## src/rtl/uart_tx_arbiter.sv

```systemverilog
// Round-robin arbiter sharing one level-sensitive UART transmitter among NUM_REQ byte producers.
// Optional SEND-state watchdog enabled by defining UART_ARB_TIMEOUT_EN.
module uart_tx_arbiter #(
  parameter int unsigned NUM_REQ        = 4,
  parameter int unsigned DATA_W         = 8,
  parameter int unsigned TIMEOUT_CYCLES = 60000,
  localparam int unsigned IDW           = (NUM_REQ > 1) ? $clog2(NUM_REQ) : 1
) (
  input  logic                        clk,
  input  logic                        rst,
  input  logic [NUM_REQ-1:0]          req,
  input  logic [NUM_REQ*DATA_W-1:0]   req_data,
  output logic [NUM_REQ-1:0]          ack,
  output logic [NUM_REQ-1:0]          done,
  output logic                        uart_start,
  output logic [DATA_W-1:0]           uart_tx_data,
  input  logic                        uart_tx_done,
  output logic                        busy,
  output logic [IDW-1:0]              grant_id,
  output logic                        timeout_err
);

  if (NUM_REQ < 2 || NUM_REQ > 8 || TIMEOUT_CYCLES < 1) begin : g_bad_param
    $error("uart_tx_arbiter: unsupported NUM_REQ or TIMEOUT_CYCLES");
  end

  typedef enum logic [1:0] {IDLE, SEND, GAP} state_t;

  state_t                          state;
  logic   [IDW-1:0]                last_grant;
  logic   [IDW-1:0]                sel_id;
  logic                            sel_valid;
  logic   [DATA_W-1:0]             sel_data;
  logic   [NUM_REQ-1:0][DATA_W-1:0] req_bytes;

  assign req_bytes = req_data;

  // Search starts just after the previous winner and wraps modulo NUM_REQ.
  always_comb begin
    sel_valid = 1'b0;
    sel_id    = '0;
    sel_data  = '0;
    for (int unsigned i = 1; i <= NUM_REQ; i++) begin
      int unsigned    pos;
      logic [IDW-1:0] idx;
      pos = (32'(last_grant) + i) % NUM_REQ;
      idx = pos[IDW-1:0];
      if (!sel_valid && req[idx]) begin
        sel_valid = 1'b1;
        sel_id    = idx;
        sel_data  = req_bytes[idx];
      end
    end
  end

`ifdef UART_ARB_TIMEOUT_EN
  localparam int unsigned CNT_W = $clog2(TIMEOUT_CYCLES + 1);
  logic [CNT_W-1:0] send_cnt;
`endif

  always_ff @(posedge clk or posedge rst) begin
    if (rst) begin
      state        <= IDLE;
      last_grant   <= IDW'(NUM_REQ - 1);
      grant_id     <= '0;
      uart_start   <= 1'b0;
      uart_tx_data <= '0;
      ack          <= '0;
      done         <= '0;
      busy         <= 1'b0;
      timeout_err  <= 1'b0;
`ifdef UART_ARB_TIMEOUT_EN
      send_cnt     <= '0;
`endif
    end else begin
      ack         <= '0;
      done        <= '0;
      timeout_err <= 1'b0;
      case (state)
        IDLE: begin
          if (sel_valid) begin
            uart_tx_data <= sel_data;
            grant_id     <= sel_id;
            ack[sel_id]  <= 1'b1;
            uart_start   <= 1'b1;
            busy         <= 1'b1;
            state        <= SEND;
`ifdef UART_ARB_TIMEOUT_EN
            send_cnt     <= '0;
`endif
          end
        end
        SEND: begin
          // tx_done takes priority over a watchdog expiry in the same cycle.
          if (uart_tx_done) begin
            done[grant_id] <= 1'b1;
            uart_start     <= 1'b0;
            last_grant     <= grant_id;
            state          <= GAP;
          end
`ifdef UART_ARB_TIMEOUT_EN
          else if (send_cnt == CNT_W'(TIMEOUT_CYCLES - 1)) begin
            timeout_err <= 1'b1;
            uart_start  <= 1'b0;
            last_grant  <= grant_id;
            state       <= GAP;
          end else begin
            send_cnt <= send_cnt + CNT_W'(1);
          end
`endif
        end
        GAP: begin
          busy  <= 1'b0;
          state <= IDLE;
        end
        default: state <= IDLE;
      endcase
    end
  end

endmodule

```

## config.mk

```make
export PLATFORM = sky130hd
export DESIGN_NAME = uart_tx_arbiter
export DESIGN_NICKNAME = d
export VERILOG_FILES = /design/src/rtl/uart_tx_arbiter.sv
export SDC_FILE = /design/constraint.sdc
export NUM_CORES = 1
export LEC_CHECK = 0
export ABC_CLOCK_PERIOD_IN_PS = 2750
export CORE_MARGIN = 2
export CORE_UTILIZATION = 45
export CTS_BUF_LIST = sky130_fd_sc_hd__clkbuf_4 sky130_fd_sc_hd__clkbuf_8 sky130_fd_sc_hd__clkbuf_16
export CTS_CLUSTER_DIAMETER = 120
export DETAILED_ROUTE_END_ITERATION = 6
export GPL_ROUTABILITY_DRIVEN = 0
export HOLD_SLACK_MARGIN = 0.15
export PLACE_DENSITY = 0.78
export SLEW_MARGIN = 20
export SYNTH_ARGS = -nofsm -noshare
export SYNTH_HDL_FRONTEND = slang
export SYNTH_SLANG_ARGS = --single-unit
```

## constraint.sdc

```tcl
create_clock -name clk -period 2.75 [get_ports clk]
set_input_delay 0.6875 -clock clk [delete_from_list [all_inputs] [get_ports clk]]
set_output_delay 0.6875 -clock clk [all_outputs]
set_load 0.02 [all_outputs]
```

==> out/qor_table.md <==
| Quantity | Reported | Unit |
|:---|:---|:---|
| Outcome | complete, but fails checks | - |
| Failing checks | design-rule violations | - |
| Total of endpoints with negative setup slack in the final report | 0 | - |
| Maximum clock frequency | 0.391 | GHz |
| Sequential element share of the synthesized area | 30.4 | % |
| Synthesized instance count | 241 | - |
| Leakage power | 1.14 | nW |
| Mean instance size in the synthesized netlist | 8.23 | um^2 |
| Pre-CTS setup slack | -0.112 | ns |
| Initial antenna violation count | 0 | - |
| DRC violation count after routing | 1 | - |
| Setup repair after global routing missed its margin | no | - |
| Maximum number of buffers from clock root to sink | 2 | - |
| Kind of start point of the critical path | input pin | - |
| Min Hold Slack | 0.469 | ns |
| Wire per inst | 16.8 | um |
| Count of buffers from port buffering | 58 | - |
| H-tree depth | 1 | - |
| Hold buffer count at CTS | 0 | - |
| Final hold violations | 0 | - |
| Arr. time, crit path | 2.71 | ns |
| Max Clock Skew | 0.00305 | ns |
| Class of the worst hold path | reg2reg | - |
| Maximum number of pins on one net before global-route repair | 41 | - |
| Top FF cell, synth | dfrtp_1 | - |
| Yosys warns | 0 | - |
| Share of the clock period used by the worst path | 93.1 | % |
| TritonCTS clock tree | done | - |
| Netlist area before placement | 1980 | um^2 |
| Die Footprint | 4960 | um^2 |
| Required time at the worst-slack endpoint | 2.90 | ns |
| Post-route minimum period | 2.56 | ns |
| Global-route wire length before repair | 9630 | um |
| Placement Rows | 24 | - |
| Placed standard-cell area | 2720 | um^2 |
| Post-layout total power | 2.49 | mW |
| Number of buffers inserted by post-CTS setup repair | 0 | - |
| Core area | 4290 | um^2 |
| Share of the core filled with cells in the final layout | 65.2 | % |
| Share of async-settable or async-resettable flops after synthesis | 100 | % |
| Total global routing overflow | 0 | - |
| Final layout net count | 350 | - |
| R2R Setup Slk | 0.61 | ns |
| Peak supply drop | 512 | uV |
| Distinct cell type count after synthesis | 46 | - |
| Overall die width | 70.4 | um |
| Initial cell density of the core | 46.2 | % |
| Overall routing resource usage | 24.2 | % |
| Total power density per cell area | 888 | nW/um^2 |
| Post-Syn Nets | 280 | - |
| Number of inserted diodes | 0 | - |
| I/O Pins | 60 | - |
| CTS sink cnt | 24 | - |
| Y dimension of the die | 70.4 | um |
| Clock Latency Late Sink | 0.26 | ns |
| Total routed wirelength | 6070 | um |
| Finished layout cell area | 2800 | um^2 |
| Layout area overhead | 41.2 | % |
| TritonCTS Buffers | 3 | - |
| Total of flip-flops plus latches after synthesis | 24 | - |
| Final critical-path setup slack | 0.190 | ns |
| Sum of negative setup slack | 0 | ns |
| Clock slew at reported path FFs | 0.08 | ns |
| Vias after detailed routing | 2207 | - |
| Count of placed standard cells including taps | 358 | - |
| EDFF count, synth | 0 | - |
| Detailed placement HPWL | 4450 | um |
| Max-cap check violation count | 0 | - |
| Number of global-route vias before repair | 2044 | - |
| Number of vias per cell | 6.10 | - |
| Number of violations reported at the end of detailed-routing iteration 0 | 301 | - |
| Critical path class | in2reg | - |
| Remaining antenna violation count | 0 | - |
| 1st-pass router iterations | 7 | - |
| Highest net fanout along the worst path | 5 | - |
| Type of element capturing the critical path | register | - |
| Final standard cell count with taps included and fillers excluded | 362 | - |
| Share of final-layout standard cells stronger than drive strength 1 | 17.7 | % |
| Pins over their slew limit | 0 | - |
| Buffer cell driving the clock tree root | clkbuf_8 | - |
metal layers:
layer	track usage, %	part of all wire [%]
met5	0	0
met1	33.4	42
met3	2.89	8.6
met4	9.83	3.1
met2	38.2	46
cell usage in the layout, fill, tap and decap left out, types with 7 or more instances in the layout:
cell	n
o22ai_1	9
mux2_2	17
clkdlybuf4s50_1	58
inv_1	9
nor2_1	19
dfrtp_1	22
a21oi_1	26
nand2_1	35
buf_4	25
o31ai_1	7
mux2i_1	8
logic make-up after synthesis:
logic type | share of synthesized area (%)
and+or+nand+nor | 20.7
AOI/OAI and AO/OA | 28.6
buffers and inverters | 6.43
muxes | 13.7
DFF | 30.4
other | 0.189
sequential cells by signal, indices dropped and copies added (netlist names):
signal        flops
uart_tx_data      8
ack               4
done              4
grant_id          2
last_grant        2
state             2
busy              1
uart_start        1
worst max-delay path, cell delays in order:
cell and delay (ns):
clkdlybuf4s50_1 0.47, buf_4 0.13, or3b_4 0.38, o22a_1 0.21, or2_0 0.26, o22ai_2 0.17
o22ai_1 0.12, mux2_2 0.29
synthesized netlist by cell type (4+ instances only):
master      n  area, um^2
a222oi_1    6        60.1
o22ai_1     9        56.3
a2111oi_0   7        61.3
o31ai_1     7        52.6
mux2_2     17         191
nor3b_1     5        37.5
dfrtp_1    22         551
inv_1       9        33.8
clkbuf_1    9        33.8
nor2_1     19        71.3
nand2b_1    4        25.0
buf_2       6        30.0
a221oi_1    6        52.6
o21ai_0     5        25.0
a21oi_1    26         130
nand2_1    35         131
mux2i_1     8        80.1
layout make-up:
type | instances | area, um^2
clock buffer | 3 | 41.3
clock inverter | 1 | 30.0
fill | 347 | 1490
inverter | 9 | 33.8
multi-input combinational | 190 | 1260
sequential | 24 | 603
tap | 52 | 65.1
timing repair buffer | 83 | 768
path summary, 6_finish.rpt:
kind,to,startpoint,cells after the start
worst max-delay path,uart_tx_data[7]$_DFFE_PP0P_,req[3],8
worst min-delay path,state[0]$_DFFE_PP0P_,state[1]$_DFFE_PP0P_,1
worst max register to register,uart_tx_data[7]$_DFFE_PP0P_,last_grant[1]$_DFFE_PP1P_,5
worst min register to register,state[0]$_DFFE_PP0P_,state[1]$_DFFE_PP0P_,1
max in group asynchronous,last_grant[0]$_DFFE_PP1P_,rst,3
min in group asynchronous,grant_id[1]$_DFFE_PP0P_,rst,3
report_power, final:
part	switching [mW]	internal, mW
sequential	0.110	0.502
clock	0.111	0.194
combinational	0.847	0.723
what timing repair did:
| action | 4_1_cts | 5_1_grt |
|---|---|---|
| endpoints found under the setup margin | 0 | 1 |
| resized for setup | 0 | 2 |
| hold endpoints to repair | 0 | 0 |
No activity file was read; power rests on OpenSTA's default activity.
